File: config.mk
export PLATFORM = sky130hd
export DESIGN_NAME = spi_device
export DESIGN_NICKNAME = d
export VERILOG_FILES = /design/src/rtl/spi_device.sv
export SDC_FILE = /design/constraint.sdc
export NUM_CORES = 1
export LEC_CHECK = 0
export CORE_MARGIN = 10
export CORE_UTILIZATION = 49
export DETAILED_ROUTE_END_ITERATION = 10
export MAX_ROUTING_LAYER = met4
export PLACE_DENSITY = 0.75
export SYNTH_ARGS = -nofsm -noshare
export SYNTH_HDL_FRONTEND = slang
export SYNTH_SLANG_ARGS = --single-unit
File: constraint.sdc
create_clock -name clk -period 1.4 [get_ports clk]
set_input_delay 0.42 -clock clk [delete_from_list [all_inputs] [get_ports clk]]
set_output_delay 0.42 -clock clk [all_outputs]
set_load 0.05 [all_outputs]
File: src/rtl/spi_device.sv
// SPI mode-0 slave front end: oversamples SCK/CS/MOSI in the clk domain,
// deserialises MOSI into byte strobes and serialises control's bytes onto MISO.
module spi_device #(
  parameter int SYNC_STAGES = 2
) (
  input  logic       clk,
  input  logic       reset_n,
  input  logic       spi_sck,
  input  logic       spi_cs_n,
  input  logic       spi_mosi,
  output logic       spi_miso,
  output logic       spi_miso_oe,
  output logic       spi_cs,
  output logic [7:0] spi_rx_data,
  output logic       spi_rx_strobe,
  input  logic [7:0] spi_tx_data,
  input  logic       spi_tx_strobe,
  output logic       spi_tx_underrun
);

  typedef enum logic {
    IDLE   = 1'b0,
    ACTIVE = 1'b1
  } state_t;

  state_t                 state;
  logic [SYNC_STAGES-1:0] sck_sync;
  logic [SYNC_STAGES-1:0] cs_sync;
  logic [SYNC_STAGES-1:0] mosi_sync;
  logic                   sck_d;
  logic                   cs_d;
  logic [2:0]             bit_cnt;
  logic [7:0]             rx_shift;
  logic [7:0]             tx_shift;
  logic [7:0]             holding;
  logic                   holding_valid;
  logic                   rx_done;

  logic sck_s, cs_s, mosi_s;
  logic sck_rise, sck_fall, cs_rise, cs_fall;

  assign sck_s    = sck_sync[SYNC_STAGES-1];
  assign cs_s     = cs_sync[SYNC_STAGES-1];
  assign mosi_s   = mosi_sync[SYNC_STAGES-1];
  assign sck_rise = sck_s & ~sck_d;
  assign sck_fall = ~sck_s & sck_d;
  assign cs_rise  = cs_s & ~cs_d;
  assign cs_fall  = ~cs_s & cs_d;

  assign spi_cs      = cs_s;
  assign spi_miso_oe = ~cs_s;

  // Pin synchronisers plus one extra registered copy for edge detection.
  always_ff @(posedge clk or negedge reset_n) begin
    if (!reset_n) begin
      sck_sync  <= '0;
      cs_sync   <= '1;
      mosi_sync <= '0;
      sck_d     <= 1'b0;
      cs_d      <= 1'b1;
    end else begin
      sck_sync  <= {sck_sync[SYNC_STAGES-2:0], spi_sck};
      cs_sync   <= {cs_sync[SYNC_STAGES-2:0], spi_cs_n};
      mosi_sync <= {mosi_sync[SYNC_STAGES-2:0], spi_mosi};
      sck_d     <= sck_s;
      cs_d      <= cs_s;
    end
  end

  // Strobes carry no back-pressure: spi_rx_strobe qualifies spi_rx_data for
  // exactly one cycle, spi_tx_strobe loads spi_tx_data in the cycle it is high.
  always_ff @(posedge clk or negedge reset_n) begin
    if (!reset_n) begin
      state           <= IDLE;
      bit_cnt         <= 3'd0;
      rx_shift        <= 8'h00;
      tx_shift        <= 8'h00;
      holding         <= 8'h00;
      holding_valid   <= 1'b0;
      rx_done         <= 1'b0;
      spi_miso        <= 1'b0;
      spi_rx_data     <= 8'h00;
      spi_rx_strobe   <= 1'b0;
      spi_tx_underrun <= 1'b0;
    end else begin
      rx_done         <= 1'b0;
      spi_rx_strobe   <= rx_done;
      spi_tx_underrun <= 1'b0;
      if (rx_done) begin
        spi_rx_data <= rx_shift;
      end
      if (spi_tx_strobe) begin
        holding       <= spi_tx_data;
        holding_valid <= 1'b1;
      end

      case (state)
        IDLE: begin
          // Any byte staged while deselected is dropped; byte 0 always returns 0x00.
          if (cs_fall) begin
            state         <= ACTIVE;
            bit_cnt       <= 3'd0;
            rx_shift      <= 8'h00;
            tx_shift      <= 8'h00;
            spi_miso      <= 1'b0;
            holding_valid <= 1'b0;
          end
        end
        ACTIVE: begin
          if (cs_rise) begin
            state         <= IDLE;
            bit_cnt       <= 3'd0;
            holding_valid <= 1'b0;
            spi_miso      <= 1'b0;
          end else if (sck_rise) begin
            rx_shift <= {rx_shift[6:0], mosi_s};
            bit_cnt  <= bit_cnt + 3'd1;
            if (bit_cnt == 3'd7) begin
              rx_done <= 1'b1;
            end
          end else if (sck_fall) begin
            if (bit_cnt != 3'd0) begin
              tx_shift <= {tx_shift[6:0], 1'b0};
              spi_miso <= tx_shift[6];
            end else if (spi_tx_strobe) begin
              tx_shift      <= spi_tx_data;
              spi_miso      <= spi_tx_data[7];
              holding_valid <= 1'b0;
            end else if (holding_valid) begin
              tx_shift      <= holding;
              spi_miso      <= holding[7];
              holding_valid <= 1'b0;
            end else begin
              tx_shift        <= 8'h00;
              spi_miso        <= 1'b0;
              spi_tx_underrun <= 1'b1;
            end
          end
        end
        default: state <= IDLE;
      endcase
    end
  end

endmodule

# --- Word level (Yosys, flattened, before mapping) ---
# Cells that the tools add are included.
totals:
  latchBits: 0
  ram_bits: 0
  memories: 0
  mem_bits_ro: 0
  out_inout_bits: 13
  reg_bits: 48
  inputBits: 14
op_classes:
  n_mul: 0
  div: 0
  n_eq_ne: 9
  addsub: 1
  n_lt_le_gt_ge: 0
  mux: 46
  shift: 0
  n_reduce_logical: 5
  bitwise: 9
op_table:
  columns: ["operator", "count"]
  rows:
  - ["$mux W7", 6]
  - ["$mux W1", 28]
  - ["$mux W8", 3]
  - ["$pmux W8 S2", 1]
  - ["$pmux W7 S2", 1]
  - ["$mux W3", 3]
  - ["$ne A2 B2 Y1 const B", 3]
  - ["$ne A3 B1 Y1 const B", 2]
  - ["$pmux W1 S2", 3]
  - ["$pmux W3 S2", 1]
  - ["$reduce_and A3 Y1", 2]
  - ["$not A1 Y1", 5]
  - ["$and A1 B1 Y1", 4]
  - ["$ne A2 B1 Y1 const B", 2]
  - ["$reduce_and A4 Y1", 1]
  - ["$add A3 B1 Y3 const B", 1]
  - ["$eq A3 B3 Y1 const B", 1]
  - ["$ne A3 B2 Y1 const B", 1]
  - ["$reduce_bool A3 Y1", 1]
  - ["$reduce_and A2 Y1", 1]

# --- Logic depth before layout (Yosys ltp) ---
# Gate-level depths: netlist (run 1).
logic_depth:
  ltp_word: 8
  ltp_mapped: 7
  depth_no_buf: 6

# --- Worst setup path before layout (run 1) ---
# OpenSTA, ideal clock, no wires.
synth_timing:
  path_type: "register to register"
  startpoint: "register cs_sync[1]"
  endpoint: "register bit_cnt[0]"
  period_less_slack_ps: 1521
  stages_incl_launch_ff: 5
  arrival_ps: 1438
  path_buffers: 0
  t_required_ps: 1318
  path_slack_ps: -121
  cell_sequence: "dfstp_2 inv_1 nand2_1 nand2_1 o22ai_1"
synth_via:
  elab_chain_cells: 4
  word_cells_on_any_way: 8
  classes_between: "2 x eq/ne; 2 x mux; 3 x bitwise; 1 x reduce/logical"
synth_rtl:
  columns: ["item", "line_no", "source"]
  rows:
  - ["start: declaration", "28", "logic [SYNC_STAGES-1:0] cs_sync;"]
  - ["start signal: assignment", "63", "cs_sync <= {cs_sync[SYNC_STAGES-2:0], spi_cs_n};"]
  - ["$not A1 Y1", null, null]
  - ["via spi_miso_oe", "12", "output logic spi_miso_oe,"]
  - ["$and A1 B1 Y1", "48", "assign cs_fall = ~cs_s & cs_d;"]
  - ["$ne A2 B2 Y1 (no line)", null, null]
  - ["$reduce_and A2 Y1 (no line)", null, null]
  - ["end signal: assignment", "117", "bit_cnt <= bit_cnt + 3'd1;"]
  - ["end: declaration", "32", "logic [2:0] bit_cnt;"]
# The timed path passes the listed nets, and every way through them passes these cells.
# A chain may end at the register's enable or synchronous reset.

# --- Final worst setup path (run 1) ---
layout_timing:
  startpoint: "register cs_sync[1]"
  endpoint: "output spi_miso_oe"
layout_via:
  elab_chain_cells: 1
layout_rtl:
  columns: ["item", "line_no", "source"]
  rows:
  - ["$not A1 Y1", "51", "assign spi_miso_oe = ~cs_s;"]
  - ["end: declaration", "12", null]
# No other way between the ends.

==> results of run 1 <==
[flip-flops by register name, summed over array words and instances, names as in the netlist]
signal / flops
cs_d: 1
rx_shift: 8
state: 1
mosi_sync: 2
spi_miso: 1
sck_sync: 2
spi_tx_underrun: 1
rx_done: 1
spi_rx_strobe: 1
sck_d: 1
bit_cnt: 3
holding: 8
cs_sync: 2
tx_shift: 7
holding_valid: 1
spi_rx_data: 8
[layer usage]
layer | GRT usage | vias to the layer above
li1 | - | 645
met1 | 0.139 | 729
met2 | 0.226 | 27
met3 | 0.0406 | 7
met4 | 0.0659 | 0
met5 | - | -
[worst max-delay path by stage]
stage / from / end / slack [ns] / cells after the start
after floorplan: cs_sync[1]$_DFF_PN1_ / rx_shift[5]$_DFFE_PN0P_ / -0.08 / 5
after global placement: spi_tx_strobe / tx_shift[2]$_DFFE_PN0P_ / -0.36 / 5
after detailed placement: spi_tx_strobe / tx_shift[5]$_DFFE_PN0P_ / -0.44 / 5
after CTS: cs_sync[1]$_DFF_PN1_ / spi_miso_oe / -0.23 / 2
after global routing: cs_sync[1]$_DFF_PN1_ / spi_miso_oe / -0.27 / 2
final: cs_sync[1]$_DFF_PN1_ / spi_miso_oe / -0.23 / 2
[worst reg2reg max path: stages (launching register included)]
cell	delay, ns
dfstp_4	0.66
buf_4	0.15
nand2b_4	0.09
and2_4	0.20
a21oi_4	0.29
o2bb2ai_1	0.15
[synth_stat cells (2+ instances only)]
master     instances  area (sq um)
mux2_2            10           113
ha_1               3          37.5
nand3_2            2          20.0
mux2_1             5          56.3
o211ai_1           2          15.0
nor2b_1            2          12.5
inv_1             13          48.8
nor2_1             2          7.51
nand2_1            8          30.0
o22ai_1            4          25.0
dfrtp_1           45          1130
nand3_1            8          40.0
o2bb2ai_1          6          52.6
nand2b_1           2          12.5
buf_6              2          22.5
o21ai_2            8          70.1
dfstp_2            3          78.8
buf_4              2          15.0
a22oi_1            6          45.0
[final cells by class]
cell class              instances  area (sq um)
repair buffers                 47           581
clock buffers                   6          72.6
inverters                      13          52.6
clock inverters                 2          35.0
flip-flops and latches         48          1210
fillers                       265          1120
well taps                      50          62.6
multi-input cells              89           896
[placed cells by master, fill, tap and decap left out, types with 3 or more instances in the layout]
cell | synthesis | final
buf_12 | 1 | 14
nand3_1 | 8 | 7
o21ai_2 | 8 | 8
a22oi_1 | 6 | 6
dfrtp_1 | 45 | 45
inv_1 | 13 | 12
buf_4 | 2 | 14
clkdlybuf4s50_1 | 0 | 12
o22ai_2 | 0 | 4
clkbuf_8 | 0 | 5
o2bb2ai_2 | 0 | 5
mux2_1 | 5 | 5
buf_6 | 2 | 4
mux2_2 | 10 | 10
nand2_1 | 8 | 4
nand3_2 | 2 | 3
[per-stage QoR]
step	setup TNS, ns	hold WS, ns	instance area, sq um	worst slack [ns]	instances
detailed placement	-4.93	0.311	2530	-0.436	236
global route	-3.56	0.369	2910	-0.268	255
global placement	-4.04	0.307	2530	-0.365	236
floorplan	-0.549	0.124	2060	-0.0788	156
finish	-2.69	0.353	2910	-0.229	255
CTS	-1.96	0.355	2770	-0.231	250
[report_power, final]
part | internal (mW) | switching [mW]
Clock | 0.530 | 0.450
Sequential | 1.52 | 0.108
Combinational | 0.364 | 0.416
[what timing repair did]
action / in CTS / in global routing
endpoints found under the hold margin: 7 / 0
setup endpoints to repair: 17 / 24
hold buffers: 1 / 0
buffers inserted: 4 / 5
cloned: 1 / 0
resized for setup: 13 / 19
pin swaps: 1 / 7
[cell families after synthesis]
group / share of synthesized area
DFF: 0.588
AOI/OAI and AO/OA: 0.143
and+or+nand+nor: 0.103
buffers and inverters: 0.0562
muxes: 0.0874
adders and majority gates: 0.0183
xor gates and xnor gates: 0.00428
==> flow_metrics.py, run 1 <==
metrics = {
    "floorplan": {
        "io_pins": 27,
        "start_util": 0.508,
        "fp.coreArea_sq_um": 4030,
        "fp.dieW_microns": 84.7,
        "die_area_sq_um": 7170,
        "die_h_microns": 84.7,
        "num_rows": 23,
    },
    "finish": {
        "postLayoutCoreUtil": 0.722,
        "area_growth_pct": 42.0,
        "layout.nets": 221,
        "drive_above_1_share": 0.468,
        "antenna_cells": 0,
    },
    "drt": {
        "viasPerCell": 5.52,
        "met1_length_mm": 1.93,
        "drc": 0,
        "wl_met3_microns": 165,
        "first_pass_iters": 4,
        "wire_per_inst_microns": 18.6,
        "postRouteAntennaNets": 0,
        "via_count": 1408,
        "top_layer": "met4",
        "drt_iter0_drc": 106,
        "routed_wl_mm": 4.74,
        "dr_wl_met2_mm": 2.57,
    },
    "critical_path": {
        "endpoint_kind": "primary output",
        "rr_endpoint": "tx_shift[4]$_DFFE_PN0P_",
        "r2r_slack_ns": -0.21,
        "startpoint_type": "flip-flop",
        "r2r-start": "cs_sync[1]$_DFF_PN1_",
        "reg2reg_depth": 5,
        "slowest_delay_ns": 0.66,
        "critPathBufInv": 2,
        "cp_data_required_time_ns": 0.98,
        "cp_top_family": "flip-flops",
        "cpMaxStageDelayCell": "dfstp_4",
        "cp_cell_sequence": "clkinvlp_4 > buf_8",
        "worst_ep_arrival_time_ns": 1.21,
        "path_max_fanout": 3,
        "worst-setup-path-type": "flip-flop to primary output",
    },
    "synth": {
        "synth_nets": 173,
        "synth-async-reset-ratio": 1.00,
        "synth_area_sq_um": 2050,
        "yosys_warnings": 0,
        "ys_seq_area_frac": 0.588,
        "avgSynthCellArea_sq_um": 13.1,
        "synthFlopType": "dfrtp_1",
        "syn_inst": 156,
        "ys_ff_latch": 48,
        "ys_types": 42,
        "synth-edff-count": 0,
    },
    "placement": {
        "port_buffers": 26,
        "place_hpwl_mm": 2.95,
        "place_congestion": 0.838,
    },
    "outcome": {
        "status": "finished with violations",
        "violations": "setup timing",
    },
    "hold_path": {
        "min-delay-start": "mosi_sync[0]$_DFF_PN0_",
        "holdCritPathClass": "flip-flop to flip-flop",
        "whs_endpoint": "mosi_sync[1]$_DFF_PN0_",
        "hold_path_depth": 0,
    },
    "sta": {
        "setup_slack_ns": -0.229,
        "max_slew_margin": 0.760,
        "period_share": 1.16,
        "clock-skew-final_ns": 0.00462,
        "layout_min_cycle_time_ns": 1.63,
        "worst_slew_pin_slew_ns": 0.360,
        "rsz0062_at_grt": "true",
        "hold_violations": 0,
        "fmax_mhz": 614,
        "drv_slew": 0,
        "setup_viol": 20,
    },
    "global_route": {
        "grt_pass1_wl_mm": 7.54,
        "grt_max_degree": 39,
        "antenna_found_initial": 0,
        "grt_pass1_vias": 1529,
        "overflow": 0,
        "grt_use_total": 0.134,
    },
    "clock_tree": {
        "cts_buffers": 5,
        "cts_root_buf": "clkbuf_8",
        "cts_max_path_buffers": 2,
        "h-tree-depth": 2,
        "clk_pin_slew_ns": 0.08,
        "cts_sinks": 48,
        "cts_tree": "yes",
        "insertion_delay_ns": 0.30,
    },
    "power_and_ir_drop": {
        "vdd_ir_drop_max_mv": 0.842,
        "p_per_area_nw_per_um2": 1170,
        "totalPowerFinal_mw": 3.39,
        "p_leak_nw": 1.27,
    },
    "run": {
        "drv_cap": 0,
    },
}
No activity file was read; power rests on OpenSTA's default activity.
==> run 2, diff against run 1 <==
- REMOVE_ABC_BUFFERS: unset -> 1
==> flow_metrics.py, run 2 (synthesized netlist as in run 1, its figures left out) <==
metrics = {
    "outcome": {
        "status": "finished with violations",
        "violations": "setup timing",
    },
    "global_route": {
        "antenna_found_initial": 0,
        "grt_pass1_wl_mm": 7.04,
        "grt_use_total": 0.123,
        "overflow": 0,
        "grt_max_degree": 49,
        "grt_pass1_vias": 1459,
        "top_usage_layer": "met2",
        "met3_usage": 0.0406,
        "grtUsageMet1": 0.140,
        "use_met2": 0.193,
    },
    "critical_path": {
        "worst_ep_arrival_time_ns": 1.10,
        "startpoint_type": "flip-flop",
        "endpoint_kind": "primary output",
        "worst-setup-path-type": "flip-flop to primary output",
        "path_max_fanout": 3,
        "cp_data_required_time_ns": 0.98,
    },
    "floorplan": {
        "io_pins": 27,
        "die_h_microns": 84.7,
        "fp.coreArea_sq_um": 4030,
        "num_rows": 23,
        "fp.dieW_microns": 84.7,
        "die_area_sq_um": 7170,
        "start_util": 0.508,
    },
    "drt": {
        "via_count": 1353,
        "drc": 0,
        "drt_iter0_drc": 101,
        "first_pass_iters": 4,
        "wire_per_inst_microns": 16.0,
        "postRouteAntennaNets": 0,
        "routed_wl_mm": 4.01,
        "viasPerCell": 5.39,
    },
    "placement": {
        "place_congestion": 0.855,
        "place_hpwl_mm": 2.80,
        "port_buffers": 26,
    },
    "sta": {
        "period_share": 1.09,
        "drv_slew": 0,
        "hold_violations": 0,
        "setup_slack_ns": -0.125,
        "worst_slew_pin_slew_ns": 0.379,
        "rsz0062_at_grt": "true",
        "finalSetupTns_ns": -0.600,
        "clock-skew-final_ns": 0.00539,
        "max_slew_margin": 0.747,
        "layout_min_cycle_time_ns": 1.52,
        "fmax_mhz": 656,
        "setup_viol": 12,
    },
    "finish": {
        "postLayoutCoreUtil": 0.679,
        "area_growth_pct": 33.5,
        "top_regs": "holding: 8 flops, rx_shift: 8 flops, spi_rx_data: 8 flops",
        "drive_above_1_share": 0.393,
        "layout.nets": 217,
        "final_common_cell": "dfrtp_1",
        "final_cell_mix": "45 x dfrtp_1, 14 x buf_4, 13 x inv_1, 13 x buf_12, 11 x clkdlybuf4s50_1",
        "antenna_cells": 0,
        "num-fill-cells": 291,
    },
    "run": {
        "drv_cap": 0,
    },
    "clock_tree": {
        "clk_pin_slew_ns": 0.09,
        "insertion_delay_ns": 0.30,
        "hold_buffers": 0,
        "cts_root_buf": "clkbuf_8",
        "cts_max_path_buffers": 2,
        "cts_buffers": 5,
        "h-tree-depth": 2,
        "cts_tree": "yes",
        "cts_sinks": 48,
    },
    "power_and_ir_drop": {
        "power_frac_comb": 0.208,
        "vdd_ir_drop_max_mv": 0.693,
        "switching_power_mw": 0.909,
        "p_leak_nw": 1.23,
        "clockPowerShare": 0.301,
        "power_switching_share": 0.277,
        "p_int_mw": 2.37,
        "p_seq_frac": 0.491,
        "p_per_area_nw_per_um2": 1200,
    },
    "hold_path": {
        "holdCritPathClass": "input port to async pin",
    },
}
run 2: cell types whose count changed in the layout (fill, tap and decap cells not counted), moves of 2 or more:
cell,before,now
nand2_1,4,8
nand2_8,2,0
o22ai_2,4,0
nand2_2,2,0
o2bb2ai_1,1,3
o22ai_1,0,4
o2bb2ai_2,5,3
run 2: worst max-delay path, cell delays in order (launching register included):
cell and delay (ns):
dfstp_2 0.57, buf_6 0.11, buf_12 0.12
run 2: path summary, 6_finish.rpt:
kind                                        start                      end  slack (ns)  cells after the start
max                          cs_sync[1]$_DFF_PN1_                   spi_cs       -0.12                      2
min                                       reset_n    sck_sync[1]$_DFF_PN0_        0.08                      2
max reg2reg                  cs_sync[1]$_DFF_PN1_  tx_shift[6]$_DFFE_PN0P_       -0.07                      5
min reg2reg                mosi_sync[0]$_DFF_PN0_   mosi_sync[1]$_DFF_PN0_        0.35                      0
max in group asynchronous                 reset_n           cs_d$_DFF_PN1_        1.05                      2
min in group clk           mosi_sync[0]$_DFF_PN0_   mosi_sync[1]$_DFF_PN0_        0.35                      0
run 2: power by group through the flow:
stage	Sequential (mW)	Clock (mW)	Combinational, mW
after detailed placement	1.63	0	0.627
after CTS	1.61	1.01	0.661
after global routing	1.63	1.08	0.745
after global placement	1.63	0	0.593
final	1.61	0.988	0.683
after floorplan	1.64	0	0.328
run 2: cell type report:
type | instances | area, sq um | share of cell area
flip-flops and latches | 48 | 1200 | 0.441
multi-input cells | 88 | 772 | 0.282
repair buffers | 44 | 534 | 0.195
clock buffers | 5 | 68.8 | 0.0252
well taps | 50 | 62.6 | 0.0229
inverters | 13 | 48.8 | 0.0178
clock inverters | 3 | 42.5 | 0.0156
run 2: repair_timing:
action / in CTS / in global routing
resized for setup: 11 / 4
pin swaps: 3 / 2
buffers inserted: 1 / 1
setup endpoints to repair: 9 / 18
gates cloned: 1 / 0
run 2: layer usage:
metal	share of wire	vias up	wire (microns)
met4	0.023	0	93
li1	-	634	-
met1	0.43	681	1730
met5	0	-	0
met3	0.048	10	191
met2	0.50	28	1990
run 2: per-stage QoR:
step | instances | power [mW] | instance area, sq um | hold WS [ns] | setup slack, ns
4_1_cts | 250 | 3.28 | 2710 | 0.0869 | -0.122
3_3_place_gp | 240 | 2.22 | 2540 | 0.334 | -0.348
2_1_floorplan | 149 | 1.97 | 1980 | 0.124 | -0.124
5_1_grt | 251 | 3.46 | 2730 | 0.0882 | -0.170
3_5_place_dp | 240 | 2.26 | 2540 | 0.336 | -0.404
6_report | 251 | 3.28 | 2730 | 0.0820 | -0.125
==> run 3, diff against run 2 <==
- SKIP_CTS_REPAIR_TIMING: unset -> 1
==> flow_metrics.py, run 3 (synthesized netlist as in run 1, its figures left out) <==
metrics = {
    "finish": {
        "drive_above_1_share": 0.438,
        "layout.nets": 217,
        "final_cell_area_sq_um": 2790,
        "postLayoutCoreUtil": 0.691,
        "final_cell_mix": "45 x dfrtp_1, 14 x buf_4, 13 x inv_1, 13 x buf_12, 12 x clkdlybuf4s50_1",
        "top_regs": "holding: 8 flops, rx_shift: 8 flops, spi_rx_data: 8 flops",
        "antenna_cells": 0,
        "area_growth_pct": 36.0,
        "final_common_cell": "dfrtp_1",
    },
    "floorplan": {
        "die_h_microns": 84.7,
        "die_area_sq_um": 7170,
        "io_pins": 27,
        "num_rows": 23,
        "start_util": 0.508,
        "fp.dieW_microns": 84.7,
        "fp.coreArea_sq_um": 4030,
    },
    "placement": {
        "place_hpwl_mm": 2.80,
        "place_congestion": 0.855,
        "postPlaceCellArea_sq_um": 2540,
        "port_buffers": 26,
    },
    "critical_path": {
        "endpoint_kind": "primary output",
        "cp_data_required_time_ns": 0.98,
        "worst-setup-path-type": "flip-flop to primary output",
        "r2r_slack_ns": -0.12,
        "worst_ep_arrival_time_ns": 1.15,
        "startpoint_type": "flip-flop",
        "path_max_fanout": 5,
    },
    "clock_tree": {
        "cts_sinks": 48,
        "cts_tree": "yes",
        "cts_root_buf": "clkbuf_8",
        "cts_max_path_buffers": 2,
        "insertion_delay_ns": 0.30,
        "cts_buffers": 5,
        "h-tree-depth": 2,
        "clk_pin_slew_ns": 0.09,
    },
    "sta": {
        "period_share": 1.12,
        "worst_slew_pin_slew_ns": 0.373,
        "hold_violations": 0,
        "layout_min_cycle_time_ns": 1.57,
        "setup_slack_ns": -0.174,
        "setup_viol": 9,
        "fmax_mhz": 635,
        "clock-skew-final_ns": 0.00502,
        "rsz0062_at_grt": "true",
        "drv_slew": 0,
        "max_slew_margin": 0.751,
    },
    "drt": {
        "drc": 0,
        "via_count": 1375,
        "routed_wl_mm": 4.35,
        "postRouteAntennaNets": 0,
        "wire_per_inst_microns": 17.3,
        "drt_iter0_drc": 131,
        "viasPerCell": 5.48,
        "first_pass_iters": 4,
    },
    "power_and_ir_drop": {
        "vdd_ir_drop_max_mv": 0.723,
        "p_per_area_nw_per_um2": 1200,
        "switching_power_mw": 0.954,
        "power_frac_comb": 0.216,
        "p_leak_nw": 1.24,
        "p_int_mw": 2.39,
        "power_switching_share": 0.286,
        "clockPowerShare": 0.297,
        "p_seq_frac": 0.487,
    },
    "global_route": {
        "antenna_found_initial": 0,
        "grt_pass1_wl_mm": 6.89,
        "overflow": 0,
        "grt_use_total": 0.120,
        "grt_max_degree": 49,
        "grt_pass1_vias": 1451,
    },
    "hold_path": {
        "holdCritPathClass": "input port to async pin",
    },
    "outcome": {
        "violations": "setup timing",
        "status": "finished with violations",
    },
    "run": {
        "drv_cap": 0,
    },
}
-- run 3: changes by cell type in the layout (fill, tap and decap cells not counted), sizes merged --
cell	previous run	this run
dlygate4sd2	1	0
clkdlybuf4s50	11	12
buf	32	31
a31o	1	2
-- run 3: worst max-delay path: stages (launching register included) --
cell and delay, ns:
dfstp_2 0.60, buf_6 0.12, buf_12 0.12
-- run 3: per-layer routing --
| layer | global-route usage | wire length, microns | vias to the layer above | part of all wire |
|---|---|---|---|---|
| met1 | 0.135 | 1840 | 692 | 0.42 |
| li1 | - | - | 637 | - |
| met4 | 0.0569 | 110 | 0 | 0.025 |
| met5 | - | 0 | - | 0 |
| met3 | 0.0406 | 203 | 13 | 0.047 |
| met2 | 0.188 | 2190 | 33 | 0.50 |
-- run 3: final timing paths --
| path | startpoint | end | depth (start not counted) |
|---|---|---|---|
| min reg2reg | mosi_sync[0]$_DFF_PN0_ | mosi_sync[1]$_DFF_PN0_ | 0 |
| max reg2reg | cs_sync[1]$_DFF_PN1_ | tx_shift[1]$_DFFE_PN0P_ | 5 |
| min | reset_n | sck_sync[1]$_DFF_PN0_ | 2 |
| max in group asynchronous | reset_n | cs_d$_DFF_PN1_ | 2 |
| max | cs_sync[1]$_DFF_PN1_ | spi_cs | 2 |
| min in group clk | mosi_sync[0]$_DFF_PN0_ | mosi_sync[1]$_DFF_PN0_ | 0 |
-- run 3: cell type report --
type	instances	area [sq um]
multi-input cells	89	833
clock inverters	3	42.5
inverters	13	48.8
flip-flops and latches	48	1200
fillers	294	1240
repair buffers	43	524
well taps	50	62.6
clock buffers	5	68.8
-- run 3: power groups by stage --
| stage | sequential, mW | combinational [mW] | clock, mW |
|---|---|---|---|
| after global routing | 1.65 | 0.783 | 1.09 |
| after floorplan | 1.64 | 0.328 | 0 |
| final | 1.63 | 0.720 | 0.993 |
| after detailed placement | 1.63 | 0.627 | 0 |
| after CTS | 1.61 | 0.632 | 1.01 |
| after global placement | 1.63 | 0.593 | 0 |
-- run 3: stage by stage --
| step | hold slack (ns) | worst slack (ns) | instances | setup TNS (ns) | power [mW] |
|---|---|---|---|---|---|
| 2_1_floorplan | 0.124 | -0.124 | 149 | -1.38 | 1.97 |
| 3_3_place_gp | 0.334 | -0.348 | 240 | -3.84 | 2.22 |
| 3_5_place_dp | 0.336 | -0.404 | 240 | -4.47 | 2.26 |
| 4_1_cts | 0.0869 | -0.213 | 248 | -0.826 | 3.25 |
| 5_1_grt | 0.0867 | -0.226 | 251 | -1.82 | 3.52 |
| 6_report | 0.0688 | -0.174 | 251 | -1.04 | 3.34 |
